==> src/rtl/mv_result_packer.sv <==
// mv_result_packer
// Collects consecutive scalar results from the dot-product tree into packed
// NUM-lane rows. Completed rows go into a small first-word-fall-through FIFO.
// afull warns the upstream issue logic. overflow records any row that was
// dropped because the FIFO was full.
module mv_result_packer #(
  parameter int NUM       = 16,
  parameter int DW        = 32,
  parameter int DEPTH     = 4,
  parameter int AF_MARGIN = 2
) (
  input  logic                       clk,
  input  logic                       rst_n,
  input  logic                       in_valid,
  input  logic [DW-1:0]              in_data,
  input  logic                       flush,
  output logic                       out_valid,
  input  logic                       out_ready,
  output logic [NUM*DW-1:0]          out_data,
  output logic [$clog2(NUM+1)-1:0]   out_count,
  output logic [$clog2(DEPTH+1)-1:0] fill,
  output logic                       afull,
  output logic                       overflow
);

  localparam int CW = $clog2(NUM + 1);
  localparam int LW = $clog2(NUM);
  localparam int PW = $clog2(DEPTH);
  localparam int FW = $clog2(DEPTH + 1);

  // ---------------------------------------------------------------------------
  // Row assembly
  // ---------------------------------------------------------------------------
  logic [LW-1:0]     lane_cnt_reg;
  logic [LW-1:0]     lane_cnt_next;
  logic [NUM*DW-1:0] row_reg;
  logic [NUM*DW-1:0] row_next;
  logic [NUM*DW-1:0] push_row;
  logic              last_lane;
  logic              flush_close;
  logic              push;
  logic [CW-1:0]     push_count;

  // The row as it stands this cycle, including the incoming scalar.
  // This value is what gets pushed when the row closes in the same cycle.
  // Lanes that have not been filled yet are still zero in row_reg.
  genvar gi;
  generate
    for (gi = 0; gi < NUM; gi++) begin : g_lane
      assign push_row[gi*DW +: DW] = (in_valid && (lane_cnt_reg == LW'(gi)))
                                     ? in_data
                                     : row_reg[gi*DW +: DW];
    end
  endgenerate

  // Decide when a row closes and how many lanes it holds.
  // A full row and a flush in the same cycle still produce only one push.
  always_comb begin
    last_lane     = in_valid && (lane_cnt_reg == LW'(NUM - 1));
    flush_close   = flush && ((lane_cnt_reg != '0) || in_valid);
    push          = last_lane || flush_close;
    push_count    = last_lane ? CW'(NUM) : (CW'(lane_cnt_reg) + CW'(in_valid));
    lane_cnt_next = lane_cnt_reg;
    row_next      = push_row;
    if (push) begin
      lane_cnt_next = '0;
      row_next      = '0;
    end else if (in_valid) begin
      lane_cnt_next = lane_cnt_reg + LW'(1);
    end
  end

  // Assembly state: lane pointer and the partially filled row.
  always_ff @(posedge clk or negedge rst_n) begin
    if (!rst_n) begin
      lane_cnt_reg <= '0;
      row_reg      <= '0;
    end else begin
      lane_cnt_reg <= lane_cnt_next;
      row_reg      <= row_next;
    end
  end

  // ---------------------------------------------------------------------------
  // Row FIFO (first-word-fall-through)
  // ---------------------------------------------------------------------------
  logic [NUM*DW-1:0] mem_data  [DEPTH];
  logic [CW-1:0]     mem_count [DEPTH];
  logic [PW-1:0]     wr_ptr_reg;
  logic [PW-1:0]     rd_ptr_reg;
  logic [FW-1:0]     fill_reg;
  logic [FW-1:0]     fill_next;
  logic              afull_reg;
  logic              overflow_reg;
  logic              full;
  logic              pop;
  logic              fifo_wr;
  logic              drop;

  // A push into a full FIFO is accepted only if the head leaves in the same cycle.
  // Otherwise the row is discarded.
  always_comb begin
    full      = (fill_reg == FW'(DEPTH));
    pop       = out_valid && out_ready;
    fifo_wr   = push && (!full || pop);
    drop      = push && full && !pop;
    fill_next = fill_reg + FW'(fifo_wr) - FW'(pop);
  end

  // Row storage. It has no reset because the output is gated while the FIFO is empty.
  // When the FIFO is full, the write slot is the slot being popped, which is safe:
  // the head is read combinationally before the clock edge.
  always_ff @(posedge clk) begin
    if (fifo_wr) begin
      mem_data[wr_ptr_reg]  <= push_row;
      mem_count[wr_ptr_reg] <= push_count;
    end
  end

  // Pointers, occupancy, almost-full and sticky overflow.
  // DEPTH is a power of two, so the pointers wrap naturally.
  always_ff @(posedge clk or negedge rst_n) begin
    if (!rst_n) begin
      wr_ptr_reg   <= '0;
      rd_ptr_reg   <= '0;
      fill_reg     <= '0;
      afull_reg    <= 1'b0;
      overflow_reg <= 1'b0;
    end else begin
      if (fifo_wr) begin
        wr_ptr_reg <= wr_ptr_reg + PW'(1);
      end
      if (pop) begin
        rd_ptr_reg <= rd_ptr_reg + PW'(1);
      end
      fill_reg  <= fill_next;
      afull_reg <= (fill_next >= FW'(DEPTH - AF_MARGIN));
      if (drop) begin
        overflow_reg <= 1'b1;
      end
    end
  end

  // Head of the FIFO, forced to zero whenever nothing is queued.
  always_comb begin
    out_valid = (fill_reg != '0);
    out_data  = out_valid ? mem_data[rd_ptr_reg]  : '0;
    out_count = out_valid ? mem_count[rd_ptr_reg] : '0;
    fill      = fill_reg;
    afull     = afull_reg;
    overflow  = overflow_reg;
  end

endmodule
==> config.mk <==
export PLATFORM = sky130hd
export DESIGN_NAME = mv_result_packer
export DESIGN_NICKNAME = d
export VERILOG_FILES = /design/src/rtl/mv_result_packer.sv
export SDC_FILE = /design/constraint.sdc
export NUM_CORES = 2
export LEC_CHECK = 0
export BUFFER_PORTS_ARGS = -buffer_cell sky130_fd_sc_hd__buf_2
export CAP_MARGIN = 15
export CORE_MARGIN = 2
export CORE_UTILIZATION = 40
export CTS_CLUSTER_DIAMETER = 120
export DETAILED_ROUTE_END_ITERATION = 8
export GPL_TIMING_DRIVEN = 0
export MAX_ROUTING_LAYER = met4
export PLACE_DENSITY = 0.63
export REMOVE_ABC_BUFFERS = 1
export SLEW_MARGIN = 40
export SYNTH_ARGS = -nofsm -noshare
export SYNTH_HDL_FRONTEND = slang
export SYNTH_SLANG_ARGS = --single-unit
export TNS_END_PERCENT = 5
==> constraint.sdc <==
create_clock -name clk -period 18.9 [get_ports clk]
set_clock_uncertainty 0.15 [all_clocks]
set_input_delay 0.945 -clock clk [delete_from_list [all_inputs] [get_ports clk]]
set_output_delay 0.945 -clock clk [all_outputs]
set_load 0.02 [all_outputs]
# Word level (Yosys, flattened, before mapping)
# Memories as Yosys holds them, arrays and structs flattened.
# Cells that the tools add are included.
[word_totals] ramBits=2068 elab_cells=86 memories=2 output_inout_bits=523 input_bits=37 register_bits=525
[classes] eq_ne=16 mux=24 add_sub_neg=6 reduce_logical=30 n_lt_le_gt_ge=1
[mem_list] name="mem_data" depth=4 width=512 rd=1 rd_ports_with_merged_regs=0 write_ports=1 line="87" rtl="logic [NUM*DW-1:0] mem_data [DEPTH];"
[mem_list] name="mem_count" depth=4 width=5 rd=1 rd_ports_with_merged_regs=0 write_ports=1 line="88" rtl="logic [CW-1:0] mem_count [DEPTH];"
[op_table] operator="$mux 512" n=2
[op_table] operator="$mux 32" n=16
[op_table] operator="$eq 4x4->1 const B" n=8
[op_table] operator="$logic_and 1x1->1" n=21
[op_table] operator="$eq 4x3->1 const B" n=4
[op_table] operator="$mux 5" n=2
[op_table] operator="$eq 4x2->1 const B" n=2
[op_table] operator="$mux 4" n=2
[op_table] operator="$add 4x1->5" n=1
[op_table] operator="$add 2x1->2 const B" n=2
[op_table] operator="$add 4x1->4 const B" n=1
[op_table] operator="$eq 4x1->1 const B" n=1
[op_table] operator="$logic_not 4->1" n=1
[op_table] operator="$reduce_bool 4->1" n=1
[op_table] operator="$add 3x1->3" n=1
[op_table] operator="$eq 3x3->1 const B" n=1
[op_table] operator="$ge 3x2->1 const B" n=1
[op_table] operator="$logic_or 1x1->1" n=3
[op_table] operator="$reduce_bool 3->1" n=1
[op_table] operator="$sub 3x1->3" n=1
[op_table] operator="$logic_not 1->1" n=2
[op_table] operator="$mux 1" n=2
[op_table] operator="$reduce_bool 2->1" n=1

# Longest topological paths before layout
[depth] depth_word=8 mapped_depth=13

# Worst setup path after synthesis
# OpenSTA, ideal clock, no wires.
[synth_timing] path_kind="input -> register" start="in in_valid" end="mem mem_count[0][0] (netlist name), enable pin" path_buffers=0 t_arrival_ns=13.404 required_time_ns=17.799 stages=3 setup_time_ns=0.951 setup_slack_ns=4.395 cell_sequence="a31oi_1 nor3_1 and3_1"
[synth_between] elab_chain_cells=6 elab_cells_between_ends=7 cone_classes="mux: 2; reduce/logical: 5"
[synth_rtl] item="start: declaration" line="14" rtl="input logic in_valid,"
[synth_rtl] item="$logic_or 1x1->1" line="60" rtl="flush_close = flush && ((lane_cnt_reg != '0) || in_valid);"
[synth_rtl] item="$logic_and 1x1->1" line="60"
[synth_rtl] item="$logic_or 1x1->1 *" line="61" rtl="push = last_lane || flush_close;"
[synth_rtl] item="$logic_and 1x1->1 *" line="105" rtl="fifo_wr = push && (!full || pop);"
[synth_rtl] item="$mux 1 *" line="114" rtl="if (fifo_wr) begin"
[synth_rtl] item="$mux 1 (not written as such) *" line="116" rtl="mem_count[wr_ptr_reg] <= push_count;"
[synth_rtl] item="end: declaration" line="88"
# Every way passes the cells marked *; elsewhere a longest branch is shown, timed or not.

# Worst setup path in the final report
[layout_timing] start="reg rd_ptr_reg[0]" end="out out_data[262]"
[layout_between] elab_chain_cells=2
[layout_rtl] item="start: declaration" line="90" rtl="logic [PW-1:0] rd_ptr_reg;"
[layout_rtl] item="start signal: assignment" line="134" rtl="rd_ptr_reg <= rd_ptr_reg + PW'(1);"
[layout_rtl] item="$mem_v2 4x512"
[layout_rtl] item="$mux 512" line="147" rtl="out_data = out_valid ? mem_data[rd_ptr_reg] : '0;"
[layout_rtl] item="end: declaration" line="19" rtl="output logic [NUM*DW-1:0] out_data,"
# No other way between the ends.

==> results_dict.tcl <==
set metrics [dict create \
    start_util 0.402 \
    min_path_type "in -> reg" \
    whs_ns 0.130 \
    synth-seq-area-share 0.737 \
    tightest_slew_ns 0.777 \
    cp_common_cell "buf_12" \
    ant_nets 0 \
    gp_congestion 0.720 \
    synthAdderAreaFrac 0.00167 \
    final.setup.tns_ns 0 \
    final_area_um2 121000 \
    grt_pass1_vias 50700 \
    ir_drop_v 0.000125 \
    rsz0062_at_grt "false" \
    p_total_w 0.0191 \
    drv_slew 0 \
    path_clk_slew_ns 0.06 \
    synth_top_family_by_area "multiplexers" \
    grt_overflow 0 \
    cp_data_required_time_ns 17.81 \
    critPathBufInv 8 \
    synth_edf_count 2068 \
    hpwl_um 159000 \
    clockRootBuffer "clkbuf_16" \
    routed_wirelength_um 247000 \
    synth_top_area_frac 0.609 \
    port_buffers 559 \
    drc 0 \
    cts.hold.buffers_added 1 \
    clock-sinks 2593 \
    crit_fanout 24 \
    min_period_over_period 0.295 \
    die_h_um 509 \
    via_count 49200 \
    grt_use_total 0.195 \
    utilization 0.476 \
    antenna_found_initial 7 \
    cts_resized 0 \
    cp-end-kind "primary output" \
    grt_start_max_net_pins 75 \
    synthTopCellsByArea "edfxtp_1 (61%), dfrtp_1 (13%), mux4_2 (11%)" \
    p_leak_nw 45.4 \
    synthFlopType "edfxtp_1" \
    htreeDepth 5 \
    slowest_stage "dfrtp_4" \
    cpPeakStageDelay_ns 0.67 \
    cp.arrival_ns 4.48 \
    die_x_um 509 \
    synthSimpleGateAreaFrac 0.0673 \
    crit_type "reg -> out" \
    place_area_um2 112000 \
    nNetsFinal 5884 \
    synth-xor-area-share 0.000687 \
    avgSynthCellArea_um2 20.2 \
    netlist_instances 5064 \
    drive_gt1_frac 0.372 \
    largest_reg_flops 2048 \
    dr.pass1.iters 7 \
    cts.path.max_buffers 4 \
    crit_family "buffers and inverters" \
    dieArea_um2 259000 \
    slew_headroom 0.482 \
    synth_top_cell_by_area "edfxtp_1" \
    ioPinCount 560 \
    fillers 21000 \
    vias_per_cell 5.22 \
    powerDensity_nw_per_um2 158 \
    core_um2 254000 \
    outcome "complete, no violations" \
    synth_compound_area_frac 0.000736 \
    drtIter0Drc 3661 \
    grt_pass1_wl_um 357000 \
    fmax_ghz 0.179 \
    post-cts-setup-buffers 0 \
    num_rows 185 \
    area_growth_syn_to_layout_pct 18.5 \
    start_kind "flip-flop" \
    path_cells "buf_12, buf_12, buf_12, buf_12, buf_12, buf_12, buf_12, mux4_2, and2_1, buf_2" \
    cts_inserted_buffers 290 \
    synth_cell_types 44 \
    routedWlPerCell_um 26.2 \
    synthMuxAreaShare 0.174 \
    period_minus_slack_ns 5.58 \
    hold_viol_final 0 \
    netlist_area_um2 102000 \
    setup_viol 0 \
    ys.warnings.count 0 \
    async_reset_ff_frac 0.202 \
    drv_cap 0 \
    clkLatencyLatePin_ns 0.92 \
    ys_ff_latch 2593 \
    cts_tree "done" \
]
==> cells in the final DEF (no fill, tap or decap), drive strengths merged, types with 2 or more instances in the layout <==
| cell | instances |
|---|---|
| dfrtp | 525 |
| diode | 2 |
| mux4 | 517 |
| clkinv | 62 |
| nor4b | 2 |
| clkinvlp | 2 |
| and3 | 4 |
| nand2 | 6 |
| bufinv | 19 |
| xnor2 | 5 |
| clkbuf | 417 |
| inv | 17 |
| buf | 800 |
| ha | 12 |
| nor2b | 2 |
| a22oi | 3 |
| or3 | 2 |
| edfxtp | 2068 |
| nor2 | 7 |
| nand3 | 2 |
| nand4b | 8 |
| mux2 | 512 |
| o21ai | 2 |
| nand4 | 5 |
| and2 | 1033 |
| xor2 | 3 |
| nor4bb | 3 |
==> synth_stat cells (5+ instances only) <==
cell,n
buf_1,22
nand2_1,6
ha_1,12
and2_1,1033
edfxtp_1,2068
dfrtp_1,525
buf_2,102
buf_4,9
buf_6,62
clkbuf_1,128
mux2_2,418
nor2_1,7
xnor2_1,5
inv_1,8
mux4_2,517
mux2_4,90
==> kinds of logic (layout without fill, tap and decap cells) <==
| kind of cell | after synthesis | after routing |
|---|---|---|
| flip-flops | 2593 | 2593 |
| buffers and inverters | 331 | 1318 |
| adder cells (fa/ha/maj) | 13 | 13 |
| AO/OA/AOI/OAI | 11 | 11 |
| XOR/XNOR | 8 | 8 |
| multiplexers | 1030 | 1030 |
| AND/OR/NAND/NOR | 1078 | 1078 |
| other | 0 | 2 |
==> report_power, final <==
| part | switching, W | total [W] | internal (W) |
|---|---|---|---|
| combinational | 0.00383 | 0.00643 | 0.00260 |
| clock | 0.00218 | 0.00543 | 0.00325 |
| sequential | 0.000168 | 0.00719 | 0.00702 |
==> per-stage QoR <==
| stage | instances | worst slack (ns) |
|---|---|---|
| floorplan | 4741 | -2.95 |
| global placement | 8666 | -15.35 |
| detailed placement | 8907 | 13.85 |
| CTS | 9417 | 13.09 |
| global route | 9418 | 12.97 |
| finish | 9419 | 13.32 |
==> final timing paths <==
kind                                  from          endpoint  slack, ns  depth (start not counted)
max                          rd_ptr_reg[0]     out_data[262]      13.32                         10
min                                  flush   lane_cnt_reg[2]       0.13                          2
max reg2reg                lane_cnt_reg[1]  mem_data[1][358]      14.43                         10
min reg2reg                       overflow          overflow       0.31                          1
max in group asynchronous            rst_n      row_reg[146]      16.23                          6
min in group asynchronous            rst_n      row_reg[119]       0.30                          2
==> metal layers <==
layer  vias up  share of wire  GRT usage
met1     26400           0.41      0.246
li1      21100              -          -
met5         -              0          -
met2      1341           0.49      0.310
met4         0          0.026     0.0554
met3       334          0.071     0.0515
==> area by class of cell <==
| cell class | count | area (um2) | share of cell area |
|---|---|---|---|
| Clock inverter | 92 | 1000 | 0.00830 |
| Sequential cell | 2593 | 75200 | 0.622 |
| Timing Repair Buffer | 801 | 7210 | 0.0596 |
| Multi-Input combinational cell | 2140 | 25100 | 0.207 |
| Tap cell | 3366 | 4210 | 0.0348 |
| Inverter | 8 | 30.0 | 0.000248 |
| Antenna cell | 2 | 5.00 | 0.0000414 |
| Clock buffer | 417 | 8150 | 0.0674 |
(Power assumes the default switching activity.)
